--- config.mk ---
export PLATFORM = sky130hd
export DESIGN_NAME = hazard_scoreboard
export DESIGN_NICKNAME = d
export VERILOG_FILES = /design/src/rtl/hazard_scoreboard.sv
export SDC_FILE = /design/constraint.sdc
export NUM_CORES = 1
export LEC_CHECK = 0
export CAP_MARGIN = 20
export CORE_UTILIZATION = 53
export DETAILED_ROUTE_END_ITERATION = 10
export PLACE_DENSITY = 0.82
export SETUP_SLACK_MARGIN = 0.5
export SYNTH_ARGS = -nofsm -noshare
export SYNTH_HDL_FRONTEND = slang
export SYNTH_SLANG_ARGS = --single-unit
--- constraint.sdc ---
create_clock -name clk -period 6.4 [get_ports clk]
set_input_delay 1.28 -clock clk [delete_from_list [all_inputs] [get_ports clk]]
set_output_delay 1.28 -clock clk [all_outputs]
set_load 0.02 [all_outputs]
--- src/rtl/hazard_scoreboard.sv ---
// hazard_scoreboard
//
// Per-register pending tracker that sits beside decode. Each architectural
// register r>=1 carries a pending flag and a down-counter holding the cycles
// left until its in-flight result becomes bypassable. Decode sources are
// checked against this table to produce the RAW/WAW stall, the issue-fire
// strobe and the operand bypass selects. Register 0 is hard-wired zero and is
// never pending.
//
// Optional build macro: HAZARD_SCOREBOARD_PERF_EN adds two saturating 32-bit
// counters, stall_cnt_o (all stall cycles) and raw_cnt_o (RAW-caused stall
// cycles). With the macro undefined those ports do not exist.
//
// Ports:
//   clk                  core clock
//   rst                  asynchronous active-high reset
//   issue_valid_i        decode holds a valid instruction
//   issue_rd_i           destination register
//   issue_we_i           instruction writes rd
//   issue_lat_i          cycles until the result is bypassable (0 = next cycle)
//   issue_rs1_i/rs2_i    source registers
//   issue_rs1/2_used_i   source actually read
//   flush_i              squash the instruction in decode
//   wb_valid_i           writeback commits this cycle
//   wb_rd_i              register being committed
//   stall_o              hold PC and IF/DE
//   issue_fire_o         instruction leaves decode this cycle
//   fwd_a_o / fwd_b_o    operand select: 00 regfile, 10 bypass
//   busy_o               registered pending-register bitmap
//   stall_cnt_o          (PERF_EN) stall cycle count
//   raw_cnt_o            (PERF_EN) RAW stall cycle count

module hazard_scoreboard #(
   parameter int NREGS   = 8,
   parameter int LAT_MAX = 3,
   parameter int AW      = $clog2(NREGS),
   parameter int LW      = $clog2(LAT_MAX + 1)
) (
   input  logic             clk,
   input  logic             rst,
   input  logic             issue_valid_i,
   input  logic [AW-1:0]    issue_rd_i,
   input  logic             issue_we_i,
   input  logic [LW-1:0]    issue_lat_i,
   input  logic [AW-1:0]    issue_rs1_i,
   input  logic [AW-1:0]    issue_rs2_i,
   input  logic             issue_rs1_used_i,
   input  logic             issue_rs2_used_i,
   input  logic             flush_i,
   input  logic             wb_valid_i,
   input  logic [AW-1:0]    wb_rd_i,
   output logic             stall_o,
   output logic             issue_fire_o,
   output logic [1:0]       fwd_a_o,
   output logic [1:0]       fwd_b_o,
   output logic [NREGS-1:0] busy_o
`ifdef HAZARD_SCOREBOARD_PERF_EN
   ,
   output logic [31:0]      stall_cnt_o,
   output logic [31:0]      raw_cnt_o
`endif
);

   localparam logic [LW-1:0] LAT_MAX_LW = LW'(LAT_MAX);

   logic [NREGS-1:0] pending;
   logic [LW-1:0]    cnt [NREGS];

   logic [LW-1:0]    lat_sat;
   logic             haz_a;
   logic             haz_b;
   logic             raw_a;
   logic             raw_b;
   logic             byp_a;
   logic             byp_b;
   logic             waw;
   logic             raw_any;

   // Out-of-range latencies clamp so the counter never exceeds LAT_MAX.
   assign lat_sat = (issue_lat_i > LAT_MAX_LW) ? LAT_MAX_LW : issue_lat_i;

   assign haz_a = issue_rs1_used_i && (issue_rs1_i != '0) && pending[issue_rs1_i];
   assign haz_b = issue_rs2_used_i && (issue_rs2_i != '0) && pending[issue_rs2_i];

   assign raw_a = haz_a && (cnt[issue_rs1_i] != '0);
   assign raw_b = haz_b && (cnt[issue_rs2_i] != '0);
   assign byp_a = haz_a && (cnt[issue_rs1_i] == '0);
   assign byp_b = haz_b && (cnt[issue_rs2_i] == '0);

   // An older result still further away than the new one would land after it
   // and clobber the younger value.
   assign waw = issue_we_i && (issue_rd_i != '0) && pending[issue_rd_i] &&
                (cnt[issue_rd_i] > lat_sat);

   assign raw_any = raw_a | raw_b;

   // Gating with rst keeps the strobes quiet while the table is being cleared.
   assign stall_o      = ~rst & issue_valid_i & (raw_any | waw) & ~flush_i;
   assign issue_fire_o = ~rst & issue_valid_i & ~stall_o & ~flush_i;

   assign fwd_a_o = byp_a ? 2'b10 : 2'b00;
   assign fwd_b_o = byp_b ? 2'b10 : 2'b00;

   assign busy_o = pending;

   always_ff @(posedge clk or posedge rst) begin
      if (rst) begin
         pending <= '0;
         for (int r = 0; r < NREGS; r++) begin
            cnt[r] <= '0;
         end
      end else begin
         pending[0] <= 1'b0;
         cnt[0]     <= '0;
         for (int r = 1; r < NREGS; r++) begin
            // A same-cycle fire to the register beats its writeback.
            if (issue_fire_o && issue_we_i && (issue_rd_i == AW'(r))) begin
               pending[r] <= 1'b1;
               cnt[r]     <= lat_sat;
            end else if (wb_valid_i && (wb_rd_i == AW'(r))) begin
               pending[r] <= 1'b0;
               cnt[r]     <= '0;
            end else if (pending[r] && (cnt[r] != '0)) begin
               cnt[r] <= cnt[r] - 1'b1;
            end
         end
      end
   end

`ifdef HAZARD_SCOREBOARD_PERF_EN
   always_ff @(posedge clk or posedge rst) begin
      if (rst) begin
         stall_cnt_o <= '0;
         raw_cnt_o   <= '0;
      end else begin
         if (stall_o && (stall_cnt_o != '1)) begin
            stall_cnt_o <= stall_cnt_o + 32'd1;
         end
         if (stall_o && raw_any && (raw_cnt_o != '1)) begin
            raw_cnt_o <= raw_cnt_o + 32'd1;
         end
      end
   end
`endif

endmodule

==> results of run 1 <==
what timing repair did:
item,in CTS,in global routing
gates resized for setup,1,1
endpoints found under the setup margin,2,2
pin swaps,0,0
buffers inserted,0,0
hold endpoints to repair,0,0
area by class of cell:
type                    count  area [µm²]
clock buffers               3        22.5
clock inverters             1        5.00
fillers                   265         958
inverters                  23        86.3
multi-input cells         156        1180
flip-flops and latches     21         526
well taps                  44        55.1
repair buffers             32         323
registers in the layout, indices dropped and copies added (netlist names):
name and flops:
cnt 14, busy_o 7
per-layer routing:
layer / track usage / part of all wire / vias up
met2: 0.418 / 0.45 / 51
li1: - / - / 780
met1: 0.358 / 0.47 / 748
met5: 0 / 0 / -
met3: 0.0341 / 0.056 / 12
met4: 0.120 / 0.026 / 0
critical path, stage by stage:
cell	delay, ps
clkdlybuf4s50_1	680
nor2b_1	160
a221oi_1	350
nor2_1	90
ha_1	300
nand2_1	80
nand2_1	60
nor4_2	420
a21oi_1	120
a21boi_0	190
clkdlybuf4s50_1	620
cell families after synthesis:
logic type | count (synthesis) | synth area share
AND/OR/NAND/NOR | 79 | 0.212
AO/OA/AOI/OAI | 34 | 0.143
buffers and inverters | 30 | 0.0728
multiplexers | 24 | 0.187
flip-flops | 21 | 0.288
adder cells (fa/ha/maj) | 9 | 0.0618
XOR/XNOR | 7 | 0.0337
other | 1 | 0.00206
per-stage QoR:
stage	cell area [µm²]	power, mW	cells	hold slack, ps	utilization
2_1_floorplan	1830	0.487	207	651	-
3_3_place_gp	2160	0.566	276	612	0.685
3_5_place_dp	2160	0.575	276	615	0.685
4_1_cts	2190	0.641	280	633	0.695
5_1_grt	2190	0.703	280	679	0.696
6_report	2190	0.642	280	643	0.696
worst paths after layout:
path / end / cells after the start
max: stall_o / 11
min: busy_o[4] / 2
max reg2reg: cnt[4] / 10
min reg2reg: busy_o[4] / 2
max in group asynchronous: cnt[9] / 2
min in group asynchronous: busy_o[7] / 2
synth_stat cells:
library cell,instances,area [µm²]
dfrtp_1,21,526
and3_1,7,43.8
mux4_2,7,158
a211o_1,7,61.3
conb_1,1,3.75
buf_4,5,37.5
nand4_2,1,12.5
a221o_1,3,30.0
o211a_1,2,20.0
nor2_1,31,116
ha_1,9,113
mux2_2,10,113
mux2i_1,7,70.1
a221oi_1,2,17.5
or2_2,1,6.26
and4_1,1,8.76
nor3_1,3,15.0
and2_1,1,6.26
nand3_1,6,30.0
nor4_1,1,6.26
o21ai_0,10,50.1
a21oi_1,2,10.0
nor3b_1,1,7.51
a311o_1,2,20.0
clkbuf_1,1,3.75
a31oi_1,2,12.5
inv_1,22,82.6
xnor2_1,7,61.3
clkinv_1,1,3.75
nand2_1,12,45.0
a22oi_1,2,15.0
nor2b_1,11,68.8
a21boi_0,1,7.51
buf_2,1,5.00
a21oi_4,1,16.3
nand2b_1,3,18.8
power breakdown:
part	switching, mW	internal [mW]
clock network	0.0418	0.0234
registers	0.0644	0.182
logic	0.150	0.180
==> flow_summary_export.csv, run 1 <==
group,metric,value,unit
power_and_ir_drop,p_leak,1.07,nW
floorplan,start_util,0.578,
placed_design,hpwlAfterDp,3.30,mm
cells_and_area,antenna_cells,0,
route,drt-pass1-iter-count,5,
global_route,grt_first_pass_wirelength,6.89,mm
global_route,grt_usage,0.262,
floorplan,ios,36,
sta,hold_violations,0,
clock_tree,clkLatencyLatePin,320,ps
sta,slew_headroom,0.432,
cells_and_area,drive_above_1_share,0.106,
setup_path,worstSetupPathType,"in -> out",
clock_tree,clk_path_buf_depth,2,
sta,fmax,178,MHz
yosys,synth_area,1820,µm²
floorplan,die_area,3680,µm²
sta,rsz0062_at_grt,"false",
yosys,synth-seq-cells,21,
yosys,synthCells,205,
global_route,grt_overflow,0,
route,viasPerCell,5.68,
sta,maxSlewViolCount,0,
clock_tree,numCtsBuffers,3,
floorplan,fp.dieH,60.6,µm
route,post_drt_wl_per_cell,15.1,µm
setup_path,cp-end-kind,"primary output",
sta,postLayoutSetupSlackWorst,781,ps
setup_path,crit_arrival,4340,ps
global_route,grt_antenna_before_repair,0,
placed_design,portBuffers,32,
sta,setup_violations,0,
power_and_ir_drop,ir_drop,181,µV
global_route,grt_pass1_vias,1494,
sta,worst_slew_pin_slew,851,ps
run,maxCapViolCount,0,
placed_design,finalWeightedCongestion,0.906,
setup_path,r2r_setup_slack,3650,ps
floorplan,rows,20,
sta,clock_skew,18.6,ps
floorplan,core_area,3150,µm²
global_route,grt_max_degree,22,
worst_hold_path,hold_class,"reg -> reg",
yosys,ys_seq_area_frac,0.288,
clock_tree,cts_hold_buf,0,
sta,period_share,0.878,
route,drc_errors,0,
yosys,syn_area_per_cell,8.89,µm²
route,vias,1591,
setup_path,r2r_start,"cnt[7]",
cells_and_area,nets,268,
power_and_ir_drop,powerDensity,292,nW/µm²
setup_path,cp-startpoint,"issue_rd_i[1]",
setup_path,critPathLaunchType,"input pin",
setup_path,worst-path-max-fanout,11,
clock_tree,clk_pin_slew,130,ps
clock_tree,cts-root-buf,"clkbuf_4",
route,final_antenna_net_count,0,
status,outcome,"finished clean",
clock_tree,clkSinkCount,21,
yosys,ys_types,36,
worst_hold_path,hold_start,"busy_o[4]",
cells_and_area,final_cell_mix,"31 x nor2_1, 31 x clkdlybuf4s50_1, 22 x inv_1, 21 x dfrtp_1, 12 x nand2_1",
clock_tree,cts_tree,"built",
clock_tree,htree_levels,1,
floorplan,die_w,60.6,µm
route,drt_wl_total,4.24,mm
placed_design,post-place-ws,403,ps
setup_path,crit_required,5120,ps
sta,tns,0,ps
yosys,ys_warn_count,0,
route,drt_iter0_markers,120,
cells_and_area,area_growth,20.5,%
sta,layout_min_cycle_time,5620,ps
(Power assumes the default switching activity.)
==> run 2, diff against run 1 <==
--- a/constraint.sdc
+++ b/constraint.sdc
@@ -3,2 +3,2 @@
 set_output_delay 1.28 -clock clk [all_outputs]
-set_load 0.02 [all_outputs]
+set_load 0.01 [all_outputs]
==> run 2 against run 1 <==
Compared with the run above:
- critical path depth is the same
- sequential power barely moved
- wire length rose by 2.4%
- clock-buffer cell count up 1
- design area about the same
- flip-flop and latch count stayed put
- non-clock buffer count unchanged
- hold slack improved by 0.65 ps
- largest cell class unchanged
==> flow_summary_export.csv, run 2 (synthesis results as in run 1) <==
group,metric,value,unit
cells_and_area,antenna_cells,0,
run,maxCapViolCount,0,
placed_design,post-place-ws,471,ps
clock_tree,clkSinkCount,21,
clock_tree,clkLatencyLatePin,300,ps
power_and_ir_drop,ir_drop,212,µV
setup_path,crit_arrival,4270,ps
placed_design,portBuffers,32,
global_route,grt_antenna_before_repair,0,
sta,worst_slew_pin_slew,822,ps
global_route,grt_first_pass_wirelength,7.20,mm
route,viasPerCell,5.65,
sta,clock_skew,7.72,ps
floorplan,core_area,3150,µm²
sta,layout_min_cycle_time,5550,ps
cells_and_area,largest_reg_flops,14,
cells_and_area,final_cell_mix,"31 x nor2_1, 31 x clkdlybuf4s50_1, 22 x inv_1, 21 x dfrtp_1, 12 x nand2_1",
sta,rsz0062_at_grt,"false",
floorplan,fp.dieH,60.6,µm
route,vias,1581,
clock_tree,clk_path_buf_depth,2,
global_route,grt_overflow,0,
sta,maxSlewViolCount,0,
cells_and_area,largest_register,"cnt",
setup_path,worstSetupPathType,"in -> out",
floorplan,rows,20,
floorplan,start_util,0.578,
floorplan,die_area,3680,µm²
route,drt_iter0_markers,109,
floorplan,die_w,60.6,µm
floorplan,ios,36,
placed_design,hpwlAfterDp,3.42,mm
setup_path,critPathLaunchType,"input pin",
power_and_ir_drop,combPwrFrac,0.514,
cells_and_area,fillers,272,
status,outcome,"finished clean",
global_route,grt_usage,0.274,
route,post_drt_wl_per_cell,15.5,µm
clock_tree,cts-root-buf,"clkbuf_4",
clock_tree,numCtsBuffers,3,
setup_path,path_cells,"clkdlybuf4s50_1 -> nor2b_1 -> a221oi_1 -> nor2_1 -> ha_1 -> nand2_1 -> nand2_1 -> nor4_2 -> a21oi_1 -> a21boi_0 -> clkdlybuf4s50_1",
power_and_ir_drop,p_int,387,µW
clock_tree,cts_hold_buf,0,
route,drt-pass1-iter-count,4,
setup_path,cp-end-kind,"primary output",
power_and_ir_drop,powerDensity,290,nW/µm²
setup_path,crit_required,5120,ps
route,final_antenna_net_count,0,
cells_and_area,drive_above_1_share,0.102,
power_and_ir_drop,p_sw,250,µW
placed_design,finalWeightedCongestion,0.906,
route,drt_wl_total,4.34,mm
worst_hold_path,hold_depth,2,
setup_path,worst-path-max-fanout,11,
setup_path,crit_path_top_delay_cell,"clkdlybuf4s50_1",
power_and_ir_drop,p_clk_frac,0.098,
sta,fmax,180,MHz
cells_and_area,area_growth,20.4,%
sta,slew_headroom,0.451,
sta,postLayoutSetupSlackWorst,849,ps
sta,tns,0,ps
setup_path,crit_path_max_incr_delay,690,ps
sta,setup_violations,0,
setup_path,r2r_cells,10,
clock_tree,htree_levels,1,
cells_and_area,nets,268,
sta,hold_violations,0,
clock_tree,cts_tree,"built",
power_and_ir_drop,swShare,0.392,
global_route,grt_pass1_vias,1581,
worst_hold_path,hold_class,"reg -> reg",
global_route,grt_max_degree,22,
power_and_ir_drop,p_seq_frac,0.388,
route,drc_errors,0,
clock_tree,clk_pin_slew,110,ps
sta,period_share,0.867,
power_and_ir_drop,p_leak,1.07,nW
## run 2: cell count changes in the layout (fill, tap and decap cells not counted)
cell and delta:
clkbuf_1 +1, clkinv_2 -1
## run 2: repair_timing
| action | in CTS | in global routing |
|---|---|---|
| gates resized for setup | 1 | 1 |
| endpoints found under the setup margin | 1 | 2 |
| hold endpoints to repair | 0 | 0 |
| pin swaps | 0 | 0 |
| setup buffers | 0 | 0 |
## run 2: path summary, 6_finish.rpt
kind | from | endpoint | slack (ps)
hold / removal | busy_o[5] | busy_o[5] | 640
setup / recovery | issue_rd_i[1] | stall_o | 850
hold reg to reg | busy_o[5] | busy_o[5] | 640
setup reg to reg | cnt[7] | cnt[4] | 3670
max in group asynchronous | rst | busy_o[1] | 4430
min in group asynchronous | rst | busy_o[5] | 1450
## run 2: routing by layer
| metal | GRT usage | wire [µm] | share of wire | up-vias |
|---|---|---|---|---|
| met2 | 0.457 | 2080 | 0.48 | 56 |
| met4 | 0.110 | 121 | 0.028 | 0 |
| met5 | 0 | 0 | 0 | - |
| met3 | 0.0299 | 262 | 0.060 | 12 |
| li1 | - | - | - | 781 |
| met1 | 0.366 | 1880 | 0.43 | 732 |
## run 2: cell type report
type | count | area (µm²) | share of cell area
multi-input cells | 156 | 1180 | 0.537
flip-flops and latches | 21 | 526 | 0.240
repair buffers | 32 | 323 | 0.147
inverters | 23 | 86.3 | 0.0394
well taps | 44 | 55.1 | 0.0251
clock buffers | 4 | 26.3 | 0.0120
## run 2: stage by stage
stage	area [µm²]	hold WS (ps)	cells	total power [mW]	util
after CTS	2190	635	280	0.640	0.695
final	2190	644	280	0.636	0.696
after detailed placement	2160	614	276	0.573	0.685
after floorplan	1830	593	207	0.480	-
after global routing	2190	676	280	0.697	0.696
after global placement	2160	610	276	0.559	0.685
## run 2: power groups by stage
stage	combinational, mW	sequential (mW)	clock, mW
after floorplan	0.254	0.227	0
after global placement	0.314	0.245	0
after detailed placement	0.325	0.248	0
after CTS	0.329	0.245	0.0654
after global routing	0.375	0.254	0.0679
final	0.327	0.247	0.0626
## run 2: critical path: cells and delay by family
family | cells | cell delay (ps)
AND/OR/NAND/NOR | 5 | 800
buffers and inverters | 2 | 1240
AO/OA/AOI/OAI | 3 | 650
adder cells (fa/ha/maj) | 1 | 300
